[src/rtl/timer_pkg.sv]
// Shared types and helpers for the timer subsystem blocks.
package timer_pkg;

    // Top-level countdown FSM states.
    typedef enum logic [1:0] {
        IDLE  = 2'd0,
        RUN   = 2'd1,
        PAUSE = 2'd2,
        DONE  = 2'd3
    } timer_state_t;

    // Prescaler counter width: enough bits for 0..p-1, never narrower than 1.
    function automatic int unsigned presc_width(input int unsigned p);
        int unsigned w;
        w = $clog2(p);
        return (w < 1) ? 1 : w;
    endfunction

endpackage : timer_pkg

[src/rtl/timer_prescaler.sv]
// Tick generator for the countdown timer.
// Counts 0..PRESCALE-1 while enabled; tick_o is high in the cycle the counter
// sits at PRESCALE-1, after which it wraps to 0. Holds its value when disabled.
//   clk, rst_n : clock, async active-low reset
//   enable_i   : advance the counter this cycle
//   clear_i    : synchronous clear to 0 (wins over enable)
//   tick_o     : decode of the terminal count while enabled
module timer_prescaler
    import timer_pkg::*;
#(
    parameter int unsigned PRESCALE = 1
) (
    input  logic clk,
    input  logic rst_n,
    input  logic enable_i,
    input  logic clear_i,
    output logic tick_o
);

    localparam int unsigned PW = presc_width(PRESCALE);

    logic [PW-1:0] cnt_q;
    logic [PW-1:0] cnt_d;
    logic          at_term;

    assign at_term = (cnt_q == PW'(PRESCALE - 1));
    assign tick_o  = enable_i && at_term;

    // Next-count: clear, wrap on tick, advance, or hold.
    always_comb begin
        cnt_d = cnt_q;
        if (clear_i) begin
            cnt_d = '0;
        end else if (enable_i) begin
            cnt_d = at_term ? '0 : cnt_q + PW'(1);
        end
    end

    always_ff @(posedge clk or negedge rst_n) begin
        if (!rst_n) begin
            cnt_q <= '0;
        end else begin
            cnt_q <= cnt_d;
        end
    end

endmodule : timer_prescaler

[src/rtl/countdown_timer.sv]
// Loadable countdown timer with prescaled decrement, pause/resume and
// optional auto-reload at expiry.
//   clk, resetn : clock, async active-low reset
//   load        : capture load_value into count and reload register
//   load_value  : value captured on load
//   start/stop  : begin/resume and pause pulses
//   reload_en   : at expiry, reload instead of halting
//   count       : remaining count
//   running     : high in RUN
//   expired     : one-cycle pulse at each expiry
//   done        : high in DONE
module countdown_timer
    import timer_pkg::*;
#(
    parameter int unsigned DATA_WIDTH = 16,
    parameter int unsigned PRESCALE   = 1
) (
    input  logic                  clk,
    input  logic                  resetn,
    input  logic                  load,
    input  logic [DATA_WIDTH-1:0] load_value,
    input  logic                  start,
    input  logic                  stop,
    input  logic                  reload_en,
    output logic [DATA_WIDTH-1:0] count,
    output logic                  running,
    output logic                  expired,
    output logic                  done
);

    timer_state_t          state_q, state_d;
    logic [DATA_WIDTH-1:0] count_q, count_d;
    logic [DATA_WIDTH-1:0] reload_q, reload_d;
    logic                  expired_q, expired_d;
    logic                  presc_en;
    logic                  tick;

    // load and stop outrank counting, so the prescaler neither advances nor
    // ticks in those cycles; a paused prescaler resumes from where it stopped.
    assign presc_en = (state_q == RUN) && !load && !stop;

    timer_prescaler #(
        .PRESCALE (PRESCALE)
    ) u_prescaler (
        .clk      (clk),
        .rst_n    (resetn),
        .enable_i (presc_en),
        .clear_i  (load),
        .tick_o   (tick)
    );

    // Next-state and datapath: load > stop > start > counting.
    always_comb begin
        state_d   = state_q;
        count_d   = count_q;
        reload_d  = reload_q;
        expired_d = 1'b0;
        if (load) begin
            count_d  = load_value;
            reload_d = load_value;
            state_d  = IDLE;
        end else if (stop) begin
            if (state_q == RUN) begin
                state_d = PAUSE;
            end
        end else begin
            if (start && (state_q == IDLE || state_q == PAUSE)
                    && (count_q != '0)) begin
                state_d = RUN;
            end
            // tick only fires in RUN, and count is never 0 there
            if (tick) begin
                if (count_q == DATA_WIDTH'(1)) begin
                    expired_d = 1'b1;
                    if (reload_en) begin
                        count_d = reload_q;
                    end else begin
                        count_d = '0;
                        state_d = DONE;
                    end
                end else begin
                    count_d = count_q - DATA_WIDTH'(1);
                end
            end
        end
    end

    always_ff @(posedge clk or negedge resetn) begin
        if (!resetn) begin
            state_q   <= IDLE;
            count_q   <= '0;
            reload_q  <= '0;
            expired_q <= 1'b0;
        end else begin
            state_q   <= state_d;
            count_q   <= count_d;
            reload_q  <= reload_d;
            expired_q <= expired_d;
        end
    end

    assign count   = count_q;
    assign running = (state_q == RUN);
    assign done    = (state_q == DONE);
    assign expired = expired_q;

endmodule : countdown_timer

[config.mk]
export PLATFORM = sky130hd
export DESIGN_NAME = countdown_timer
export DESIGN_NICKNAME = d
export VERILOG_FILES = /design/src/rtl/timer_pkg.sv /design/src/rtl/timer_prescaler.sv /design/src/rtl/countdown_timer.sv
export SDC_FILE = /design/constraint.sdc
export NUM_CORES = 1
export LEC_CHECK = 0
export ABC_AREA = 0
export CELL_PAD_IN_SITES_DETAIL_PLACEMENT = 1
export CELL_PAD_IN_SITES_GLOBAL_PLACEMENT = 1
export CORE_ASPECT_RATIO = 0.75
export CORE_MARGIN = 5
export CORE_UTILIZATION = 39
export CTS_CLUSTER_SIZE = 40
export DETAILED_ROUTE_END_ITERATION = 12
export GPL_ROUTABILITY_DRIVEN = 0
export GPL_TIMING_DRIVEN = 0
export PLACE_DENSITY = 0.89
export SLEW_MARGIN = 20
export SYNTH_ARGS = -nofsm -noshare
export SYNTH_HDL_FRONTEND = slang
export SYNTH_SLANG_ARGS = --single-unit
[constraint.sdc]
create_clock -name clk -period 2.3 [get_ports clk]
set_input_delay 0.575 -clock clk [delete_from_list [all_inputs] [get_ports clk]]
set_output_delay 0.575 -clock clk [all_outputs]
set_load 0.01 [all_outputs]
# Yosys cells after proc, flatten, opt, wreduce, memory -nomap -nowiden
# Cells that the tools add are included.
# op_classes
reduce_logical	13
mux	19
n_bitwise	1
n_eq_ne	6
add_sub_neg	2
# ops
op	n
$mux W16	5
$eq A16 B1 Y1 const B	1
$reduce_bool A16 Y1	1
$sub A16 B1 Y16 const B	1
$mux W2	7
$mux W1	7
$logic_and A1 B1 Y1	5
$eq A2 B2 Y1 const B	2
$reduce_bool A2 Y1	2
$ne A3 B2 Y1 const B	1
$eq A2 B1 Y1 const B	1
$logic_not A1 Y1	2
$logic_not A2 Y1	1
$ne A2 B2 Y1 const B	1
$reduce_and A2 Y1	1
$add A1 B1 Y1 const B	1
$logic_or A1 B1 Y1	1
$not A1 Y1	1
# word_totals
in_bits	22
out_inout_bits	19
ff_bits	36

# Logic depth before layout (Yosys ltp)
# Gate-level depths: netlist (run 1).
# depth
depth_word	10
depth_mapped	8
mapped_depth_nobuf	7

# Hierarchy
# A second synthesis (run 1) with hierarchy kept.
# hier_totals
cells_unflattened	199
hier_area_um2	1973.1
# by_module_without_submodules
module	cells_each	area_per_inst_um2	seq_area_each_um2	instances
countdown_timer	198	1965.6	875.8	1
timer_prescaler	1	7.5	0.0	1

# Worst setup path after synthesis (run 1)
# OpenSTA, ideal clock, no wires.
# synth_path
kind	reg2reg
from	register count_q[1], in the netlist count[1]
to	register count_q[6], in the netlist count[6]
path_buffers	1
required_time_ns	2.174
slack_ns	0.148
setup_time_ns	0.126
path_stages_with_launch	8
t_arrival_ns	2.026
path_cell_list	dfrtp_1 inv_1 ha_1 or4b_1 o41ai_4 buf_6 o21ai_2 a221o_1
# synth_via
elab_chain_len	5
elab_cells_between_ends	6
classes_between	add/sub (1); eq/ne (1); mux (4)
# synth_rtl
element	line_no	rtl
start: declaration	countdown_timer.sv:32	logic [DATA_WIDTH-1:0] count_q, count_d;
start signal: assignment	countdown_timer.sv:96	count_q <= count_d;
$sub A16 B1 Y16 or $eq A16 B1 Y1 (tied branches)	countdown_timer.sv:82, countdown_timer.sv:73	
$mux W16 *	countdown_timer.sv:73	if (count_q == DATA_WIDTH'(1)) begin
$mux W16 *	countdown_timer.sv:72	if (tick) begin
$mux W16 *	countdown_timer.sv:62	end else if (stop) begin
$mux W16 *	countdown_timer.sv:58	if (load) begin
# Every way passes the cells marked *; elsewhere a longest branch is shown, timed or not. The select of a mux whose other input is x is not followed.
# A chain may end at the register's enable or synchronous reset.

# Final worst setup path (run 1)
# Same ends and word-level chain as after synthesis.

==> metrics.csv, run 1 <==
metric,value,unit
switching power,478,uW
Setup crit start kind,flop,
total non-filler cell area in the finished layout,0.00269,sq mm
via count of the first global-routing pass,2013,
Max-cap violations,0,
pin count of the biggest net entering global routing,19,
worst setup path startpoint,count[1],
DRC violations left,0,
number of enable-type register cells in the synthesized netlist,0,
fraction of power consumed by combinational cells,22.9,%
depth of the CTS H-tree,2,
via count of the routed design,1941,
HP Class,input pin to async pin,
gate count of the mapped netlist,204,
ports placed on the boundary,41,
Max Clock Skew,0.00616,ns
flop2flop setup slack,0.003,ns
largest area contributor in the netlist,sky130_fd_sc_hd__dfrtp_1,
post-detailed-placement cell area,0.00247,sq mm
clock transition at the register clock pins on the worst setup and hold paths after CTS,0.07,ns
startpoint of the worst-slack reg-to-reg timing path,count[1],
Worst-Skew Late Latency,0.29,ns
synth unique cells,50,
wire length of the first global-routing pass,10.3,mm
number of search-and-repair iterations in the first detailed-routing pass,4,
overall routing resource usage,20.0,%
highest-count cells in the layout ignoring fill and taps,"sky130_fd_sc_hd__clkdlybuf4s50_1 (38), sky130_fd_sc_hd__dfrtp_1 (31), sky130_fd_sc_hd__nand2_1 (20), sky130_fd_sc_hd__nor2_1 (12), sky130_fd_sc_hd__o21ai_0 (12)",
core region area,0.00490,sq mm
fraction of layout cells with a size suffix above 1,22.0,%
maximum vdd ir drop,0.280,mV
Total Routed Length,6.47,mm
net switching share of the total power,30.2,%
count of buffers inserted at the top-level ports,40,
die area,0.00659,sq mm
final count of negative-setup-slack endpoints,0,
async set-or-reset flop fraction in the synthesized netlist,100,%
"commonest non-fill, non-tap cell in the layout",sky130_fd_sc_hd__clkdlybuf4s50_1,
achievable clock frequency,435,MHz
Clock Sinks,35,
worst endpoint required time,2.48,ns
maximum cell stage delay along the critical path,0.50,ns
TritonCTS clock tree,yes,
Fin. Hold Viols,0,
result of the run,"finished, final reports clean",
maximum fanout along the worst path,5,
family with the most delay on the worst path,compound AO/OA/AOI/OAI gates,
post-route antenna net violation count,0,
mean post-synth cell area,9.66,sq um
Yosys warnings,0,
height of the die,71.6,microns
pre-CTS worst setup slack,-0.745,ns
sequential cell fraction of total power,48.0,%
ratio of final minimum period to clock period,99.9,%
Final Power,1.58,mW
worst endpoint data arrival time,2.48,ns
"Primary FF master, synth",sky130_fd_sc_hd__dfrtp_1,
cells along the critical path,inv_2 > ha_4 > or4b_4 > o41ai_4 > buf_6 > o21ai_2 > a221o_1,
Starting Density,40.2,%
die width,92.1,microns
number of antenna violations at the first check in global routing,0,
final worst-path setup slack,0.00265,ns
leakage power of the design,1.07,nW
smallest hold slack,0.226,ns
number of cells on the worst reg-to-reg path,7,
worst max-slew margin expressed relative to the limit,49.5,%
fillers,575,
total internal power,1.10,mW
Setup Crit Path Kind,flop to flop,
average wire per standard cell,20.3,microns
top cell type's share of synthesized area,44.4,%
# hold bufs at CTS,0,
violation count after the first detailed-routing iteration,128,
"top cells by area, synth","sky130_fd_sc_hd__dfrtp_1 (44%), sky130_fd_sc_hd__mux2_2 (5.7%), sky130_fd_sc_hd__nand2_1 (3.8%)",
Final nets,283,
Max clock buf depth,2,
Worst Setup End Kind,flop,
slowest cell on the critical path,sky130_fd_sc_hd__or4b_4,
portion of the post-synthesis area used by sequential elements,44.4,%
syn nets,228,
final global-route overflow total,0,
endpoint of the lowest-slack register-to-register path,count[6],
Period minus WS final,2.30,ns
number of logic stages on the critical path including buffering,7,
clock buffer count from CTS,5,
HPWL after detailed placement,4.47,mm
combined buffer and inverter count along the critical path,2,
Final Slew Violations,0,
clock network fraction of total power,29.1,%
number of vias per cell after detailed routing,6.08,
area added between synthesis and finish,36.4,%
Root Buffer,sky130_fd_sc_hd__clkbuf_8,
std cell rows,22,
end of the critical path,count[6],
ratio of total power to cell area,589,mW/mm^2
synthesized area,0.00197,sq mm
flop and latch count out of synthesis,35,
n_diodes,0,
actual slew at the worst max-slew pin,0.755,ns
worst min-delay path by stage:
stage | depth (start not counted) | slack, ns | end
2_1_floorplan | 0 | 0.28 | count[0]
3_3_place_gp | 2 | 0.46 | count[7]
3_5_place_dp | 2 | 0.48 | count[7]
4_1_cts | 1 | 0.24 | count[3]
5_1_grt | 1 | 0.27 | reload_q[4]
6_report | 1 | 0.23 | count[3]
sequential cells by signal, summed over array words and instances (netlist names):
signal,count
expired,1
count,16
reload_q,16
state_q,2
what timing repair did:
item / in CTS / in global routing
setup endpoints to repair: 21 / 13
gates cloned: 0 / 1
pin swaps: 2 / 3
setup buffers: 2 / 5
resized for setup: 9 / 20
worst register-to-register path: cells and delay by family, from the launching register on:
family	cells	cell delay [ns]
and+or+nand+nor	1	0.50
buffers and inverters	2	0.27
adders and majority gates	1	0.13
AOI/OAI and AO/OA	3	0.84
DFF	1	0.43
routing by layer:
| metal | vias to the layer above | routed length, microns | GRT usage (%) |
|---|---|---|---|
| met5 | - | 0 | 0 |
| met4 | 0 | 130 | 6.92 |
| met3 | 16 | 488 | 5.25 |
| met2 | 79 | 2850 | 30.6 |
| met1 | 952 | 3000 | 27.5 |
| li1 | 894 | - | - |
per-stage QoR:
stage | std cells | setup TNS, ns | util [%]
final | 319 | 0 | 54.9
after global routing | 319 | -0.0316 | 54.9
after CTS | 314 | 0 | 53.1
after detailed placement | 305 | -11.19 | 50.4
after global placement | 304 | -15.70 | 49.9
after floorplan | 204 | 0 | -
power by group through the flow:
stage                     logic (mW)  registers (mW)  clock network (mW)
after floorplan                0.151           0.757                   0
after detailed placement       0.338           0.763                   0
after global placement         0.324           0.757                   0
final                          0.363           0.760               0.460
after global routing           0.394           0.771               0.493
after CTS                      0.345           0.755               0.471
layout make-up:
cell class / instances / area, sq um / share of cell area (%)
Multi-Input combinational cell: 151 / 1080 / 40.2
Sequential cell: 35 / 881 / 32.8
Timing Repair Buffer: 49 / 482 / 17.9
Clock buffer: 6 / 82.6 / 3.07
Tap cell: 60 / 75.1 / 2.79
Buffer: 8 / 48.8 / 1.81
Inverter: 9 / 33.8 / 1.26
Clock inverter: 1 / 5.00 / 0.186
synth_stat cells (all sizes together) (4+ instances only):
| master | number |
|---|---|
| nand2 | 20 |
| inv | 9 |
| dfrtp | 35 |
| a21oi | 9 |
| nand3 | 6 |
| nor2 | 13 |
| clkbuf | 6 |
| mux2 | 10 |
| o311ai | 4 |
| nand4 | 4 |
| or4 | 7 |
| o21ai | 16 |
| nor3 | 12 |
| nor4 | 5 |
| a22oi | 5 |
cells by family after synthesis:
logic type      Yosys count  synth area share, %
compound gates           57                 21.0
fa+ha+maj                 2                 1.27
simple gates             81                 23.0
buf+inv                  18                 4.00
flops                    35                 44.4
mux                      11                 6.22
(Power assumes the default switching activity.)
==> inputs of run 2 (changes only) <==
--- a/config.mk
+++ b/config.mk
@@ -10,12 +10,12 @@
 export CELL_PAD_IN_SITES_GLOBAL_PLACEMENT = 1
 export CORE_ASPECT_RATIO = 0.75
 export CORE_MARGIN = 5
-export CORE_UTILIZATION = 39
+export CORE_UTILIZATION = 42
 export CTS_CLUSTER_SIZE = 40
 export DETAILED_ROUTE_END_ITERATION = 12
 export GPL_ROUTABILITY_DRIVEN = 0
 export GPL_TIMING_DRIVEN = 0
-export PLACE_DENSITY = 0.89
+export PLACE_DENSITY = 0.94
 export SLEW_MARGIN = 20
 export SYNTH_ARGS = -nofsm -noshare
 export SYNTH_HDL_FRONTEND = slang
==> constraint.sdc (replaced) <==
create_clock -name clk -period 2.8 [get_ports clk]
set_input_delay 0.7 -clock clk [delete_from_list [all_inputs] [get_ports clk]]
set_output_delay 0.7 -clock clk [all_outputs]
set_load 0.01 [all_outputs]
==> metrics.csv, run 2 (synthesized netlist as in run 1, its figures left out) <==
metric,value,unit
result of the run,"finished, final reports clean",
Setup crit start kind,input pin,
Final Power,1.26,mW
worst endpoint required time,2.98,ns
buffers inserted by post-CTS timing repair,0,
final global-route overflow total,0,
HPWL after detailed placement,4.61,mm
Final nets,276,
pin count of the biggest net entering global routing,19,
clock buffer count from CTS,5,
final count of negative-setup-slack endpoints,0,
Fin. Hold Viols,0,
Max-cap violations,0,
number of search-and-repair iterations in the first detailed-routing pass,4,
achievable clock frequency,373,MHz
area added between synthesis and finish,29.8,%
maximum vdd ir drop,0.260,mV
count of buffers inserted at the top-level ports,40,
die area,0.00618,sq mm
ratio of total power to cell area,492,mW/mm^2
maximum cell stage delay along the critical path,0.51,ns
post-route antenna net violation count,0,
number of vias per cell after detailed routing,6.15,
HP Class,input pin to async pin,
Max Clock Skew,0.00820,ns
via count of the routed design,1907,
DRC violations left,0,
cells along the critical path,clkdlybuf4s50_1 > or3b_2 > clkbuf_1 > nand2_1 > nand2_1 > o311a_1 > a211o_1,
"commonest non-fill, non-tap cell in the layout",sky130_fd_sc_hd__clkdlybuf4s50_1,
wire length of the first global-routing pass,10.2,mm
highest-count cells in the layout ignoring fill and taps,"sky130_fd_sc_hd__clkdlybuf4s50_1 (39), sky130_fd_sc_hd__dfrtp_1 (35), sky130_fd_sc_hd__nand2_1 (20), sky130_fd_sc_hd__nor2_1 (13), sky130_fd_sc_hd__o21ai_0 (13)",
slowest cell on the critical path,sky130_fd_sc_hd__or3b_2,
worst endpoint data arrival time,2.86,ns
Final Slew Violations,0,
violation count after the first detailed-routing iteration,105,
die width,89.1,microns
core region area,0.00449,sq mm
post-detailed-placement cell area,0.00246,sq mm
Clock Sinks,35,
n_diodes,0,
actual slew at the worst max-slew pin,0.836,ns
via count of the first global-routing pass,2036,
Setup Crit Path Kind,input pin to flop,
Total Routed Length,6.25,mm
clock transition at the register clock pins on the worst setup and hold paths after CTS,0.07,ns
# hold bufs at CTS,0,
worst max-slew margin expressed relative to the limit,43.7,%
overall routing resource usage,21.4,%
ratio of final minimum period to clock period,95.8,%
Period minus WS final,2.68,ns
fraction of layout cells with a size suffix above 1,11.5,%
TritonCTS clock tree,yes,
maximum fanout along the worst path,10,
Worst-Skew Late Latency,0.29,ns
leakage power of the design,1.01,nW
std cell rows,21,
depth of the CTS H-tree,2,
ports placed on the boundary,41,
library cell appearing most often on the critical path,sky130_fd_sc_hd__nand2_1,
Worst Setup End Kind,flop,
height of the die,69.3,microns
total non-filler cell area in the finished layout,0.00256,sq mm
Max clock buf depth,2,
number of antenna violations at the first check in global routing,0,
setup repair after global routing missed its margin,false,
Starting Density,43.9,%
Root Buffer,sky130_fd_sc_hd__clkbuf_8,
average wire per standard cell,20.2,microns
[run 2: cell types whose count changed in the layout (fill, tap and decap cells not counted), moves of 2 or more]
cell and delta:
sky130_fd_sc_hd__dfrtp_1 +4, sky130_fd_sc_hd__clkbuf_1 +6, sky130_fd_sc_hd__clkbuf_2 -2, sky130_fd_sc_hd__nor4_1 +2
sky130_fd_sc_hd__nor4_2 -2, sky130_fd_sc_hd__nor3_2 -2, sky130_fd_sc_hd__nor3_1 +2, sky130_fd_sc_hd__buf_4 -8
sky130_fd_sc_hd__dfrtp_2 -4
[run 2: where the power goes]
group / switching (mW) / internal [mW]
Clock: 0.183 / 0.175
Combinational: 0.136 / 0.145
Sequential: 0.0618 / 0.556
Total: 0.382 / 0.876
[run 2: final timing paths]
check,startpoint,slack [ns],depth (start not counted),endpoint
max in group asynchronous,resetn,1.99,2,reload_q[9]
worst max register to register,count[11],0.31,5,count[12]
worst min-delay path,resetn,0.36,1,count[2]
worst min register to register,reload_q[7],0.49,2,count[7]
worst max-delay path,stop,0.12,7,count[12]
min in group clk,reload_q[7],0.49,2,count[7]
[run 2: critical path: cells and delay by family]
family | cells | cell delay, ns
AOI/OAI and AO/OA | 2 | 0.37
buffers and inverters | 2 | 0.76
and+or+nand+nor | 3 | 1.02
[run 2: area by class of cell]
cell class | instances | area, sq um
tap | 57 | 71.3
buffer | 9 | 45.0
fill | 514 | 1930
sequential | 35 | 876
multi-input combinational | 151 | 1030
inverter | 9 | 33.8
clock inverter | 1 | 5.00
clock buffer | 7 | 76.3
timing repair buffer | 41 | 423
[run 2: metrics by stage]
step                      hold slack (ns)  setup WS, ns  utilization, %  cells  TNS, ns
after floorplan                     0.404         0.626               -    204        0
after global placement              0.461        -0.343            54.4    301    -2.37
after detailed placement            0.471        -0.300            54.9    302    -2.27
after CTS                           0.361         0.129            56.8    310        0
after global routing                0.389        0.0227            56.9    310        0
final                               0.357         0.116            56.9    310        0
[run 2: timing repair]
action                                  in CTS  in global routing
cloned                                       0                  0
endpoints found under the setup margin       3                  5
gates resized for setup                      1                  1
pin swaps                                    0                  0
[run 2: layer usage]
layer / part of all wire, % / vias to the layer above / track usage [%]
met4: 1.8 / 0 / 6.28
met3: 8.6 / 14 / 4.63
li1: - / 872 / -
met2: 47 / 71 / 33.4
met1: 43 / 950 / 29.4
met5: 0 / - / 0
==> RTL edit 1 (settings of run 2) <==
The parameter `DATA_WIDTH` goes from 16 to 14.
--- a/src/rtl/countdown_timer.sv
+++ b/src/rtl/countdown_timer.sv
@@ -12,7 +12,7 @@
 module countdown_timer
     import timer_pkg::*;
 #(
-    parameter int unsigned DATA_WIDTH = 16,
+    parameter int unsigned DATA_WIDTH = 14,
     parameter int unsigned PRESCALE   = 1
 ) (
     input  logic                  clk,
Interface: changed (resized count and load_value); port bits go from 41 to 37. The function was not compared with the original's and may differ.
==> RTL edit 1 against run 2 <==
- non-clock buffer count fell by 1
- sequential cell count fell by 4
- cell area fell by 9.6%
- total power fell by 7.3%
- clock power fell by 8.4%
- area after synthesis fell by 7.3%
- largest power group unchanged
- worst setup slack improved by 0.10 ns
- highest routed layer unchanged
- register-to-register slack got worse by 0.02 ns
- critical path type unchanged
- routed wire length fell by 5.7%
==> RTL edit 1: results (changes against run 2) <==
Drt
  • Vias per cell: 6.277 (was 6.152)
  • Initial DRC count: 134 (was 105)
  • Via count: 1,814 (was 1,907)

Power
  • Worst vdd rail ir drop: 0.2567 mV (was 0.2596 mV)
  • Leak Pwr: 0.8830 nW (was 1.010 nW)

Placed design
  • Placed Cells incl. Taps: 283 (was 302)
  • Placed inst area: 2241 um2 (was 2465 um2)
  • Dpl hpwl: 4.097 mm (was 4.606 mm)
  • I/O Buffers: 35 (was 40)

Global route
  • Largest net degree at the start of global routing: 32 (was 19)
  • First-pass GRT wire length: 9.791 mm (was 10.23 mm)
  • All-Layer GR Usage: 0.2259 (was 0.2139)

Worst setup path
  • Slowest Stage Delay on Critical Path: 0.49 ns (was 0.51 ns)
  • CP max stage cell: clkdlybuf4s50_1 (was or3b_2)
  • Worst Path Arrival: 2.75 ns (was 2.86 ns)
  • Critical Path Fanout Max: 9 (was 10)

Finish
  • Fin nets: 257 (was 276)
  • Finished Core Util: 0.5603 (was 0.5695)

Run status
  • Status: finished, final reports clean (unchanged)

Clock network
  • # resized after CTS: 0 (was 1)

Synthesis
  • Synth cell types: 53 (was 50)
  • Leading post-synthesis cells by instance count: 31 x dfrtp_1, 16 x nor2_1, 12 x clkbuf_1 (was 35 x dfrtp_1, 20 x nand2_1, 13 x nor2_1, 13 x o21ai_0, 11 x nor3_1)
  • Synth area leaders: dfrtp_1 42%, mux2_2 5.5%, nor2_1 3.3% (was dfrtp_1 44%, mux2_2 5.7%, nand2_1 3.8%)
  • Average size of a mapped cell: 9.465 um2 (was 9.660 um2)
  • Synth Net Count: 215 (was 228)

STA
  • Worst Skew: 0.005323 ns (was 0.008203 ns)
  • Worst rel slew slack: 0.4876 (was 0.4374)
## RTL edit 1: cell types whose count changed in the layout (fill, tap and decap cells not counted), moves of 4 or more
cell,before,now
o21ai_0,13,8
a31oi_1,0,9
o311ai_0,4,0
nand2_1,20,8
a22oi_1,5,1
nor3_1,11,7
clkbuf_1,8,13
o22ai_1,1,7
dfrtp_1,35,31
nand3_1,6,0
clkdlybuf4s50_1,39,34
## RTL edit 1: worst reg2reg max path, stage by stage, from the launching register on
cell and delay [ns]:
dfrtp_1 0.42, inv_1 0.11, ha_1 0.14, or4b_1 0.42
buf_2 0.18, nor4_1 0.51, a2111oi_0 0.24, a311o_1 0.37
## RTL edit 1: cell families after synthesis
group | count (synthesis) | synth area share
compound gates | 64 | 0.2507
fa+ha+maj | 2 | 0.01370
buf+inv | 24 | 0.05068
simple gates | 60 | 0.1884
mux | 12 | 0.07192
flops | 31 | 0.4247
## RTL edit 1: final cells by class
| cell class | instances | area share |
|---|---|---|
| buffer | 14 | 0.02380 |
| timing repair buffer | 35 | 0.1493 |
| clock buffer | 6 | 0.03137 |
| multi-input combinational | 138 | 0.4143 |
| sequential | 31 | 0.3353 |
| tap | 55 | 0.02975 |
| inverter | 10 | 0.01622 |
## RTL edit 1: final timing paths
check                             from           to  slack [ns]  cells past startpoint
setup reg to reg              count[1]     count[0]        0.29                      7
max in group asynchronous       resetn  reload_q[3]        1.87                      1
setup / recovery                  stop     count[6]        0.22                      6
hold / removal                  resetn  reload_q[4]        0.46                      1
hold reg to reg            reload_q[2]     count[2]        0.48                      1
min in group clk           reload_q[2]     count[2]        0.48                      1
## RTL edit 1: power breakdown
part,internal [mW],switching [mW],total (mW)
combinational,0.145,0.137,0.281
clock,0.165,0.163,0.328
sequential,0.495,0.0604,0.556
## RTL edit 1: stage by stage
step | hold slack (ns) | setup TNS [ns] | setup slack [ns]
4_1_cts | 0.4820 | 0 | 0.2518
3_3_place_gp | 0.4611 | 0 | 0.02036
6_report | 0.4601 | 0 | 0.2171
5_1_grt | 0.5188 | 0 | 0.08852
2_1_floorplan | 0.4044 | 0 | 0.5525
3_5_place_dp | 0.4686 | -0.02845 | -0.02845
## RTL edit 1: layer usage
| metal | track usage | vias to the layer above | share of wire | wire (um) |
|---|---|---|---|---|
| met3 | 0.05439 | 23 | 0.091 | 539 |
| met2 | 0.3471 | 95 | 0.45 | 2654 |
| met4 | 0.1285 | 0 | 0.032 | 187 |
| met5 | 0 | - | 0 | 0 |
| met1 | 0.2917 | 881 | 0.43 | 2513 |
| li1 | - | 815 | - | - |
==> RTL edit 2 (settings of run 2) <==
Without the edit above. Reset style: synchronous (`resetn` and `rst_n`), changed in 2 clocked blocks. Comments in the files are not updated.
--- a/src/rtl/timer_prescaler.sv
+++ b/src/rtl/timer_prescaler.sv
@@ -36,7 +36,7 @@
         end
     end
 
-    always_ff @(posedge clk or negedge rst_n) begin
+    always_ff @(posedge clk) begin
         if (!rst_n) begin
             cnt_q <= '0;
         end else begin
--- a/src/rtl/countdown_timer.sv
+++ b/src/rtl/countdown_timer.sv
@@ -85,7 +85,7 @@
         end
     end
 
-    always_ff @(posedge clk or negedge resetn) begin
+    always_ff @(posedge clk) begin
         if (!resetn) begin
             state_q   <= IDLE;
             count_q   <= '0;
Behaviour: differs if resetn is asserted again (counterexample within 4 cycles, from zero or initial values and one cycle with resetn low); with resetn held inactive, the same outputs for 10 cycles.
==> RTL edit 2 against run 2 <==
- first-iteration DRC count up 73%
- synthesized cell count up 19%
- final cell count up 12%
- core utilization down 0.55 points
- routed wire length up 10%
- total power up 1.1%
- die area up 1.8%
- clock power up 17%
- sequential share of layout area down 6.9 points
- worst setup slack better by 0.25 ns
- sequential cell count unchanged
- area after synthesis up 2.1%
- register-to-register slack better by 0.19 ns
- cell area up 0.20%
- largest cell class unchanged
- highest routed layer unchanged
==> RTL edit 2: results (changes against run 2) <==
Power
  • Worst vdd rail ir drop: 0.3720 mV (was 0.2596 mV)
  • Leak Pwr: 0.9519 nW (was 1.010 nW)

Min path
  • Hold Startpoint: reload_q[3]
  • Hold Crit Class: register to register (was input pin to asynchronous set/reset pin)

Clock network
  • Setup Buffers After CTS: 0 (unchanged)
  • CTS H-tree lvls: 2 (unchanged)
  • Clk slew on worst S/H paths: 0.07 ns (about the same)
  • Worst-Skew Late Latency: 0.30 ns
  • Root buf cell: clkbuf_8 (unchanged)
  • # resized after CTS: 0 (was 1)
  • CTS max path bufs: 2 (unchanged)
  • CTS Buf Count: 5 (unchanged)

Synthesis
  • Synth Net Count: 267 (was 228)
  • Synth area leaders: dfxtp_1 35%, mux2i_1 7.0%, nand2_1 4.7% (was dfrtp_1 44%, mux2_2 5.7%, nand2_1 3.8%)
  • FFs w/ async S/R, synth: 0 (was 1.000)
  • Leading post-synthesis cells by instance count: 35 x dfxtp_1, 25 x nand2_1, 25 x nor2_1 (was 35 x dfrtp_1, 20 x nand2_1, 13 x nor2_1, 13 x o21ai_0, 11 x nor3_1)
  • Yosys Warn Count: 0 (unchanged)
  • Synth cell types: 59 (was 50)
  • Seq/Total Area, Yosys: 0.3483 (was 0.4444)

Global route
  • Vias in the first global route: 2,115 (was 2,036)
  • Initial antenna violation count: 0 (unchanged)
  • First-pass GRT wire length: 11.36 mm (was 10.23 mm)
  • All-Layer GR Usage: 0.2221 (was 0.2139)
  • Largest net degree at the start of global routing: 11 (was 19)

Drt
  • Vias per cell: 6.040 (was 6.152)
  • Initial DRC count: 182 (was 105)
  • Total length of routed wires: 6.891 mm (was 6.251 mm)
  • 1st-pass router iterations: 5 (was 4)

Placed design
  • Dpl hpwl: 5.010 mm (was 4.606 mm)
  • I/O Buffers: 38 (was 40)
  • Pre-CTS setup slack: 0.1240 ns (was -0.3002 ns)

Worst setup path
  • Beginning of the critical path: stop (unchanged)
  • WS Path Type: input pin to register (unchanged)
  • Worst Path Arrival: 2.65 ns (was 2.86 ns)
  • CP max stage cell: nor3b_1 (was or3b_2)
  • Slowest Stage Delay on Critical Path: 0.67 ns (was 0.51 ns)
  • Worst flop-to-flop path startpoint: count[0] (was count[11])
  • Critical Path Fanout Max: 10 (unchanged)

Finish
  • Fin nets: 312 (was 276)
  • # diodes: 0 (unchanged)
  • Share of cells above drive strength 1: 0.08997 (was 0.1146)

STA
  • Worst Skew: 0.008017 ns (was 0.008203 ns)
  • Final Hold Vio Count: 0 (unchanged)
  • Worst rel slew slack: 0.4753 (was 0.4374)

Run status
  • Status: finished, final reports clean (unchanged)
==> RTL edit 2: kinds of logic after synthesis <==
family / share of synthesized area
flops: 0.3483
xor+xnor: 0.03047
simple gates: 0.2662
fa+ha+maj: 0.01244
mux: 0.06965
buf+inv: 0.05286
compound gates: 0.2202
==> RTL edit 2: path summary, 6_finish.rpt <==
path | to | slack (ns) | cells after the start
worst min-delay path | reload_q[3] | 0.49 | 2
worst max-delay path | count[3] | 0.37 | 6
worst min register to register | reload_q[3] | 0.49 | 2
worst max register to register | state_q[1] | 0.50 | 7
==> RTL edit 2: through the flow <==
stage,hold WS (ns),area (um2),cells
floorplan,0.4456,2012,243
global placement,0.4673,2464,338
global route,0.5122,2564,346
CTS,0.4876,2564,346
detailed placement,0.4770,2464,338
finish,0.4876,2564,346
==> RTL edit 2: layout make-up <==
| type | count | area (um2) |
|---|---|---|
| inverters | 7 | 26.28 |
| multi-input cells | 186 | 1205 |
| well taps | 57 | 71.32 |
| flip-flops and latches | 35 | 700.7 |
| clock buffers | 8 | 100.1 |
| repair buffers | 38 | 380.4 |
| plain buffers | 15 | 80.08 |
| fillers | 564 | 1982 |
==> RTL edit 2: critical path: cells and delay by family <==
family,cells,cell delay [ns]
buf+inv,2,0.82
compound gates,3,0.45
simple gates,1,0.67
==> RTL edit 2: layer usage <==
metal | global-route usage | part of all wire | vias up
li1 | - | - | 982
met1 | 0.3032 | 0.44 | 1021
met2 | 0.3498 | 0.47 | 82
met3 | 0.05687 | 0.078 | 5
met4 | 0.05455 | 0.0064 | 0
met5 | 0 | 0 | -
==> RTL edit 2: power by group <==
group	total, mW	internal [mW]	switching [mW]
Sequential	0.568	0.528	0.0407
Combinational	0.283	0.132	0.151
Clock	0.419	0.225	0.195
Total	1.27	0.885	0.386
